===== src/rtl/imem_fetch.sv =====
// Instruction-fetch front end: drives the PC into the combinational IMEM,
// buffers {pc, instr} pairs in a small FIFO and hands them to decode.
module imem_fetch #(
   parameter logic [31:0] RESET_PC = 32'h0000_0000,
   parameter int          DEPTH    = 2
) (
   input  logic        clk,
   input  logic        rst,
   output logic [31:0] imem_addr,
   input  logic [31:0] imem_data,
   input  logic        redirect_valid,
   input  logic [31:0] redirect_pc,
   output logic        out_valid,
   input  logic        out_ready,
   output logic [31:0] out_pc,
   output logic [31:0] out_instr
);
   localparam int PW = $clog2(DEPTH);
   localparam int CW = $clog2(DEPTH + 1);
   localparam logic [CW-1:0] DEPTH_C  = CW'(DEPTH);
   localparam logic [PW-1:0] LAST_PTR = PW'(DEPTH - 1);
   localparam logic [31:0]   RESET_PC_A = RESET_PC & ~32'h3;

   logic [31:0]   pc;
   logic [31:0]   pc_mem    [DEPTH];
   logic [31:0]   instr_mem [DEPTH];
   logic [PW-1:0] rptr, wptr;
   logic [CW-1:0] count;
   logic [31:0]   redirect_tgt;
   logic          fetch, pop;

   function automatic logic [PW-1:0] ptr_inc(input logic [PW-1:0] p);
      return (p == LAST_PTR) ? '0 : p + PW'(1);
   endfunction

   assign redirect_tgt = redirect_pc & ~32'h3;
   assign imem_addr    = pc;

   // Redirect masks the head in the same cycle so decode never takes a wrong-path word.
   assign out_valid = !rst && (count != '0) && !redirect_valid;
   assign pop       = out_valid && out_ready;
   assign fetch     = !rst && !redirect_valid && ((count < DEPTH_C) || pop);
   assign out_pc    = rst ? '0 : pc_mem[rptr];
   assign out_instr = rst ? '0 : instr_mem[rptr];

   always_ff @(posedge clk) begin
      if (fetch) begin
         pc_mem[wptr]    <= pc;
         instr_mem[wptr] <= imem_data;
      end
   end

   always_ff @(posedge clk) begin
      if (rst) begin
         pc    <= RESET_PC_A;
         count <= '0;
         rptr  <= '0;
         wptr  <= '0;
      end else if (redirect_valid) begin
         pc    <= redirect_tgt;
         count <= '0;
         rptr  <= '0;
         wptr  <= '0;
      end else begin
         if (fetch) begin
            wptr <= ptr_inc(wptr);
            pc   <= pc + 32'd4;
         end
         if (pop) rptr <= ptr_inc(rptr);
         case ({fetch, pop})
            2'b10:   count <= count + CW'(1);
            2'b01:   count <= count - CW'(1);
            default: count <= count;
         endcase
      end
   end
endmodule


===== config.mk =====
export PLATFORM = sky130hd
export DESIGN_NAME = imem_fetch
export DESIGN_NICKNAME = d
export VERILOG_FILES = /design/src/rtl/imem_fetch.sv
export SDC_FILE = /design/constraint.sdc
export NUM_CORES = 1
export LEC_CHECK = 0
export ABC_AREA = 0
export CAP_MARGIN = 20
export CORE_MARGIN = 2
export CORE_UTILIZATION = 45
export DETAILED_ROUTE_END_ITERATION = 16
export HOLD_SLACK_MARGIN = 0.12
export PLACE_DENSITY = 0.86
export SLEW_MARGIN = 20
export SYNTH_ARGS = -nofsm -noshare
export SYNTH_HDL_FRONTEND = slang
export SYNTH_SLANG_ARGS = --single-unit

===== constraint.sdc =====
create_clock -name clk -period 7.3 [get_ports clk]
set_input_delay 1.46 -clock clk [delete_from_list [all_inputs] [get_ports clk]]
set_output_delay 1.46 -clock clk [all_outputs]
set_load 0.02 [all_outputs]

# Yosys cells after proc, flatten, opt, wreduce, memory -nomap -nowiden
# Memories as Yosys holds them, arrays and structs flattened. A register that Yosys moved wholly into a read port is not among the register bits.
# Index checks and enable logic that the tools add are counted.
# totals
regBits	36
latch_bits	0
ramBits	128
romBits	0
inputBits	68
output_inout_bits	97
memories	2
# classes
add_sub_neg	5
multipliers	0
div_mod_pow	0
magnitude_cmp	1
eq_ne	2
shifts	0
n_mux	13
bitwise_logic	0
reduce_logical	12
# memory_table
memory	depth	width	read_ports	rd_ports_with_merged_regs	write_ports	line_no	rtl
instr_mem	2	32	1	1	1	26	logic [31:0] instr_mem [DEPTH];
pc_mem	2	32	1	1	1	25	logic [31:0] pc_mem [DEPTH];
# op_table
cell	count
$mux W32	4
$add A32 B3 Y32 const B	1
$mux W1	8
$reduce_bool A2 Y1	3
$logic_and A1 B1 Y1	5
$pmux W2 S2	1
$add A1 B1 Y1 const B	2
$add A2 B1 Y2 const B	1
$eq A2 B1 Y1 const B	1
$eq A2 B2 Y1 const B	1
$logic_not A1 Y1	2
$lt A2 B2 Y1 const B	1
$reduce_or A2 Y1	1
$sub A2 B1 Y2 const B	1
$logic_or A1 B1 Y1	1

# Depth between registers and ports, before layout
# Gate-level depths: netlist (run 1).
# logic_depth
ltp_word	8
ltp_mapped	8
depth_no_buf	7

# Worst setup path before layout (run 1)
# OpenSTA, ideal clock, no wires.
# synth_path
path_kind	input to register
startpoint	input rst
endpoint	memory instr_mem[0][0], enable pin
arrival_time_ps	4680
t_required_ps	6817
path_slack_ps	2138
stages	5
n_path_buf	1
cell_sequence	or2_1 > buf_2 > nor2_1 > inv_1 > nor2_1
# synth_between
elab_chain_cells	8
elab_cells_between_ends	9
classes_between	2 x mux; 7 x reduce/logical
# synth_lines
item	line_no	rtl
from (decl)	8	input logic rst,
$logic_not A1 Y1 *	40, 42	
$logic_and A1 B1 Y1 (2 in series)	40	assign out_valid = !rst && (count != '0) && !redirect_valid;
$logic_and A1 B1 Y1	41	assign pop = out_valid && out_ready;
$logic_or A1 B1 Y1	42	assign fetch = !rst && !redirect_valid && ((count < DEPTH_C) || pop);
$logic_and A1 B1 Y1 *	42	
$mux W1 *	47	if (fetch) begin
$mux W1 (not written as such) *	49	instr_mem[wptr] <= imem_data;
to (decl)	26	
# Every way passes the cells marked *; elsewhere a longest branch is shown, timed or not.

# Worst setup path in the final report (run 1)
# layout_path
startpoint	input redirect_valid
endpoint	output out_valid
# layout_between
elab_chain_cells	2
# layout_lines
item	line_no	rtl
from (decl)	11	input logic redirect_valid,
$logic_not A1 Y1	40	
$logic_and A1 B1 Y1	40	
to (decl)	13	output logic out_valid,
# No other way between the ends.

==> results of run 1 <==
layout by cell type (no fill, tap or decap), types with 4 or more instances in the layout:
| cell | synthesis | final |
|---|---|---|
| a211oi_1 | 15 | 15 |
| a21oi_1 | 10 | 10 |
| and3_1 | 10 | 9 |
| bufinv_16 | 0 | 4 |
| clkbuf_16 | 0 | 17 |
| clkdlybuf4s50_1 | 0 | 157 |
| conb_1 | 1 | 4 |
| dfxtp_1 | 35 | 34 |
| edfxtp_1 | 124 | 124 |
| mux2i_1 | 64 | 64 |
| nand2_1 | 23 | 23 |
| nand3_1 | 12 | 12 |
| nand4_1 | 14 | 14 |
| nor2_1 | 93 | 92 |
| nor3_1 | 4 | 4 |
| o21ai_0 | 4 | 4 |
| xnor2_1 | 10 | 10 |
| xor2_1 | 19 | 19 |
worst max-delay path, delay by kind of cell:
family,cells,cell delay (ps)
buffers and inverters,2,1280
and+or+nand+nor,2,730
where the power goes:
part | total [W] | switching (W) | leakage [nW] | internal (W)
clock | 0.000926 | 0.000335 | 0.308 | 0.000590
combinational | 0.000199 | 0.000102 | 1.22 | 0.0000972
sequential | 0.00104 | 0.0000280 | 1.44 | 0.00101
total | 0.00217 | 0.000465 | 2.96 | 0.00170
cells by family after synthesis:
family / after synthesis / share of synthesized area, %
AND/OR/NAND/NOR: 176 / 13.2
flip-flops: 159 / 66.7
multiplexers: 65 / 9.83
AO/OA/AOI/OAI: 36 / 3.68
buffers and inverters: 34 / 2.30
XOR/XNOR: 29 / 3.83
adder cells (fa/ha/maj): 2 / 0.377
other: 1 / 0.0566
stage by stage:
step           utilization (%)  area (um^2)  worst slack (ps)  hold slack, ps
2_1_floorplan                -         6640              2140             481
3_5_place_dp              57.6         8340              2380             488
3_3_place_gp              57.6         8340              2390             496
5_1_grt                   61.9         8970              2270             523
6_report                  61.9         8970              2370             505
4_1_cts                   61.9         8970              2370             503
metal layers:
metal | track usage (%) | vias up | part of all wire [%]
met5 | 0 | - | 0
met4 | 7.45 | 0 | 1.5
met3 | 5.01 | 18 | 5.3
met2 | 32.2 | 145 | 51
met1 | 23.6 | 2178 | 42
li1 | - | 2141 | -
area by class of cell:
class                      count  area share [%]
tap                          184            2.57
clock buffer                  22            5.18
timing repair buffer         160            17.8
multi-input combinational    312            23.1
inverter                       4           0.167
sequential                   159            49.4
clock inverter                10            1.80
path summary, 6_finish.rpt:
check                 start              end  slack, ps  cells past startpoint
max          redirect_valid        out_valid       2370                      4
min           imem_addr[31]    pc_mem[0][31]        500                      0
max reg2reg        count[1]  instr_mem[0][9]       4880                      5
min reg2reg   imem_addr[31]    pc_mem[0][31]        500                      0
registers in the layout, summed over array words and instances, names as in the netlist, named ones only:
register   flops
count          2
instr_mem     64
pc_mem        60
imem_addr     30
rptr           1
wptr           1
==> out/metrics.cfg, run 1 <==
[timing]
maxSlewViolCount=0
min_period_ps=4930
hold_viol=0
timing.fmax_mhz=203
setup_viol=0
skew_ps=7.58
setup_tns_ps=0
timing.final.crit_share_pct=67.6
slew-limit-headroom_pct=33.8
worst_slew_pin_slew_ps=993
rsz0062_at_grt=no

[cts]
cts_num_sinks=159
clk_latency_ps=420
numCtsBuffers=17
cts_htree_levels=4
cts_resized=0
clk_pin_slew_ps=60
cts_setup_buffers=0
cts.path.max_buffers=2
cts_tree=done
cts-hold-fix-buffers=0
root_buffer=clkbuf_16

[placement]
dp.cells=819
port_buffers=158
routabilityCongestion=0.808
hpwlAfterDp_um=9570

[worst_setup_path]
critPathCaptureType=output pin
slowest_stage=clkdlybuf4s50_1
required_ps=5840
critPathMaxStageDelay_ps=650
cp-start-kind=primary input
worstSetupPathType=in -> out
path_max_fanout=13
path_common_cell=clkdlybuf4s50_1
path_cells=clkdlybuf4s50_1 > or2_1 > nor2_1 > clkdlybuf4s50_1
crit_arrival_ps=3470

[cells_and_area]
final.fill_count=1075
drive_gt1_share_pct=6.75
syn_to_final_growth_pct=35.3
diodes=0
final_cells=851
multi_input_area_um2=2080
regArea_um2=4430
fin_nets=724

[yosys]
avgSynthCellArea_um2=13.2
synth_ff_type=edfxtp_1
synth_edf_count=124
synth_warnings=0
synth_area_leaders=edfxtp_1 56%, dfxtp_1 11%, mux2i_1 9.7%
synth_commonest_cells=124 x edfxtp_1, 93 x nor2_1, 64 x mux2i_1
synth_top_area_share_pct=56.2
synth_area_leader_cell=edfxtp_1
ys_ff_latch=159
synth_cells=502
synth_most_common_cell=edfxtp_1
synthDistinctLibCells=42
synth_area_um2=6630
synthArstFlopShare_pct=0
yosysSeqAreaShare_pct=66.7

[power_and_ir_drop]
p_leak_nw=2.96
powerDensity_nw_per_um2=242
totalPowerFinal_w=0.00217
vdd_drop_max_mv=0.150

[routing]
routedWlPerCell_um=17.1
firstDrtPassIters=4
drt-total-wl_um=14600
ant_nets=0
drc=0
via_per_inst=5.27
vias=4482
drtIter0Drc=251

[die]
fp.dieArea_um2=15700
coreArea_um2=14500
initial_utilization_pct=45.8
die_x_um=125
rows=44
io_pins=165
die_y_um=125

[global_route]
gr-total-overflow=0
grt.total_usage_pct=19.1
antenna_found_initial=0
grt_start_max_net_pins=94
first_global_vias=4430
grt_pass1_wl_um=23300

[status]
status=complete, no violations

[hold_path]
hold_class=reg -> reg

[flow_run]
maxCapViolCount=0

No activity file was read; power rests on OpenSTA's default activity.
==> run 2: changes to the inputs <==
Clock period 7.3 ns to 4.6 ns, I/O delays scaled along.
==> run 2 against run 1 <==
  * Sequential power up 59%
  * Critical endpoint unchanged
  * First-iteration DRC count is 6.0% higher
  * Highest routed layer unchanged
  * Die area is the same
  * Sequential cell count stayed put
  * Largest cell class unchanged
==> out/metrics.cfg, run 2 (synthesis results as in run 1) <==
[status]
status=complete, no violations

[routing]
routedWlPerCell_um=17.1
via_per_inst=5.23
vias=4474
drt-total-wl_um=14600
drc=0
ant_nets=0
firstDrtPassIters=4
drtIter0Drc=266

[global_route]
grt.total_usage_pct=18.8
grt_start_max_net_pins=66
antenna_found_initial=0
first_global_vias=4481
gr-total-overflow=0
grt_pass1_wl_um=23200

[cells_and_area]
final_core_util_pct=62.2
top_register=instr_mem
final_common_cell=clkdlybuf4s50_1
syn_to_final_growth_pct=35.9
fin_nets=728
final_cell_mix=157 x clkdlybuf4s50_1, 124 x edfxtp_1, 92 x nor2_1
drive_gt1_share_pct=7.30
diodes=0
largest_reg_flops=64
final_cells=855

[die]
initial_utilization_pct=45.8
rows=44
die_x_um=125
coreArea_um2=14500
io_pins=165
fp.dieArea_um2=15700
die_y_um=125

[cts]
cts-hold-fix-buffers=0
cts_num_sinks=159
cts_setup_buffers=0
cts_tree=done
numCtsBuffers=17
clk_latency_ps=410
cts_resized=0
root_buffer=clkbuf_16
cts.path.max_buffers=2
cts_htree_levels=4
clk_pin_slew_ps=60

[power_and_ir_drop]
p_comb_share_pct=9.1
pwr-share-clk_pct=43.3
powerDensity_nw_per_um2=386
p_leak_nw=2.99
p_sw_w=0.000737
internal_power_w=0.00274
seqPwrFrac_pct=47.6
p_sw_share_pct=21.2
vdd_drop_max_mv=0.254

[worst_setup_path]
worstSetupPathType=in -> out
cp-start-kind=primary input
path_max_fanout=13
crit_arrival_ps=2750
critPathCaptureType=output pin
required_ps=3680

[placement]
dp.cells=823
routabilityCongestion=0.803
hpwlAfterDp_um=9770
port_buffers=158

[timing]
maxSlewViolCount=0
slew-limit-headroom_pct=27.7
min_period_ps=3670
timing.fmax_mhz=273
timing.final.crit_share_pct=79.8
worst_slew_pin_slew_ps=1090
rsz0062_at_grt=no
setup_viol=0
hold_viol=0
setup_tns_ps=0
skew_ps=8.58
whs_ps=529

[hold_path]
hold_class=reg -> reg

[flow_run]
maxCapViolCount=0

==> run 2: cell types whose count changed in the layout (fill, tap and decap cells not counted) <==
cell	change
bufinv_16	+1
buf_4	+4
clkbuf_8	-1
clkinvlp_4	+1
clkinv_4	-1
and3_4	-1
and3_2	+1
==> run 2: layout make-up <==
cell class	count	area, um^2
flip-flops and latches	159	4430
inverters	4	15.0
clock buffers	21	450
multi-input cells	312	2070
repair buffers	164	1620
well taps	184	230
fillers	1081	5470
clock inverters	11	190
==> run 2: worst paths after layout <==
kind	cells after the start	to	slack, ps	start
max	5	out_valid	930	redirect_valid
min	0	pc_mem[1][31]	530	imem_addr[31]
max reg2reg	5	imem_addr[23]	2550	imem_addr[6]
min reg2reg	0	pc_mem[1][31]	530	imem_addr[31]
==> run 2: critical path, stage by stage <==
cell             delay [ps]
clkdlybuf4s50_1         410
buf_4                   180
or2_1                   400
nor2_1                  210
clkdlybuf4s50_1         630
==> run 2: stage by stage <==
stage / worst slack [ps] / total power, W / instance area [um^2]
final: 931 / 0.00348 / 9010
after global routing: 807 / 0.00358 / 9010
after global placement: 957 / 0.00199 / 8370
after CTS: 908 / 0.00350 / 9010
after detailed placement: 923 / 0.00200 / 8370
after floorplan: 1030 / 0.00182 / 6640
==> run 2: per-layer routing <==
layer | vias to the layer above | part of all wire, % | wire, um | track usage [%]
met3 | 15 | 5.4 | 791 | 3.38
met4 | 0 | 1.0 | 147 | 6.14
li1 | 2145 | - | - | -
met2 | 162 | 51 | 7520 | 32.8
met5 | - | 0 | 0 | 0
met1 | 2152 | 42 | 6190 | 23.8
==> run 2: power by group through the flow <==
stage	Sequential [W]	Clock, W	Combinational, W
6_report	0.00165	0.00151	0.000317
4_1_cts	0.00165	0.00153	0.000320
3_3_place_gp	0.00168	0	0.000312
5_1_grt	0.00166	0.00158	0.000340
2_1_floorplan	0.00169	0	0.000130
3_5_place_dp	0.00168	0	0.000318
==> run 3: changes to the inputs <==
Settings changed: PLACE_DENSITY 0.86 to 0.89.
Clock period 4.6 ns to 3.2 ns, I/O delays scaled along.
==> run 3 against run 2 <==
  * Largest cell class unchanged
  * Sequential cell count did not move
  * Hold slack got worse by 16 ps
  * Cell count rose by 0.58%
==> out/metrics.cfg, run 3 (synthesis results as in run 1) <==
[cts]
cts_setup_buffers=0
cts-hold-fix-buffers=0
clk_latency_ps=420
cts_htree_levels=4
root_buffer=clkbuf_16
numCtsBuffers=17
cts.path.max_buffers=2
cts_tree=done
clk_pin_slew_ps=60
cts_num_sinks=159
cts_resized=0

[global_route]
grt.total_usage_pct=19.4
grt_start_max_net_pins=67
antenna_found_initial=0
gr-total-overflow=0
grt_pass1_wl_um=23800
first_global_vias=4596

[cells_and_area]
postLayoutCellArea_um2=9030
syn_to_final_growth_pct=36.2
fin_nets=733
top_register=instr_mem
final_cells=860
largest_reg_flops=64
final_core_util_pct=62.4
final_cell_mix=157 x clkdlybuf4s50_1, 124 x edfxtp_1, 92 x nor2_1
diodes=0
drive_gt1_share_pct=8.28
final_common_cell=clkdlybuf4s50_1

[power_and_ir_drop]
internal_power_w=0.00371
powerDensity_nw_per_um2=532
totalPowerFinal_w=0.00480
seqPwrFrac_pct=49.5
p_sw_w=0.00109
vdd_drop_max_mv=0.354
pwr-share-clk_pct=40.8
p_comb_share_pct=9.7
p_sw_share_pct=22.8
p_leak_nw=2.99

[routing]
ant_nets=0
drt-total-wl_um=14800
drc=0
vias=4516
drtIter0Drc=301
routedWlPerCell_um=17.3
firstDrtPassIters=5
via_per_inst=5.25

[worst_setup_path]
crit_arrival_ps=2220
critPathCaptureType=output pin
cp-start-kind=register
worstSetupPathType=reg -> out
path_max_fanout=18
required_ps=2560

[die]
coreArea_um2=14500
die_x_um=125
rows=44
die_y_um=125
io_pins=165
fp.dieArea_um2=15700
initial_utilization_pct=45.8

[timing]
setup_tns_ps=0
min_period_ps=2860
timing.fmax_mhz=350
worst_slew_pin_slew_ps=572
hold_viol=0
maxSlewViolCount=0
setup_viol=0
rsz0062_at_grt=no
timing.final.crit_share_pct=89.3
skew_ps=6.63
slew-limit-headroom_pct=61.8

[status]
status=complete, no violations

[placement]
port_buffers=158
dp.cells=828
routabilityCongestion=0.829
dpl_cell_area_um2=8450
hpwlAfterDp_um=9920

[hold_path]
hold_class=reg -> reg

[flow_run]
maxCapViolCount=0

[run 3: worst max-delay path: stages (launching register included)]
cell             delay [ps]
dfxtp_4                 530
buf_4                   380
mux2i_1                 120
nor2_1                  110
clkdlybuf4s50_1         650
[run 3: stage by stage]
step | hold WS [ps] | setup slack (ps)
2_1_floorplan | 481 | 126
3_3_place_gp | 488 | 518
3_5_place_dp | 500 | 493
4_1_cts | 514 | 299
5_1_grt | 530 | 187
6_report | 513 | 341
[run 3: final timing paths]
check / start / end / slack (ps) / cells after the start
worst min-delay path: rptr / register / 510 / 2
worst min register to register: rptr / register / 510 / 2
worst max-delay path: register / out_pc[12] / 340 / 4
worst max register to register: imem_addr[3] / imem_addr[30] / 1150 / 6
[run 3: power by group through the flow]
stage / clock [W] / sequential (W) / combinational (W)
final: 0.00196 / 0.00238 / 0.000464
after global routing: 0.00208 / 0.00239 / 0.000498
after CTS: 0.00199 / 0.00238 / 0.000469
after detailed placement: 0 / 0.00242 / 0.000466
after global placement: 0 / 0.00241 / 0.000455
after floorplan: 0 / 0.00243 / 0.000187
[run 3: cell type report]
class / count / area [um^2]
fill: 1083 / 5450
sequential: 159 / 4430
multi-input combinational: 312 / 2080
timing repair buffer: 169 / 1700
clock buffer: 18 / 439
tap: 184 / 230
clock inverter: 14 / 143
inverter: 4 / 15.0
[run 3: per-layer routing]
metal | wire [um] | vias to the layer above | global-route usage [%]
met2 | 7430 | 161 | 33.1
met5 | 0 | - | 0
met4 | 242 | 0 | 6.86
li1 | - | 2158 | -
met3 | 837 | 20 | 4.71
met1 | 6340 | 2177 | 24.1
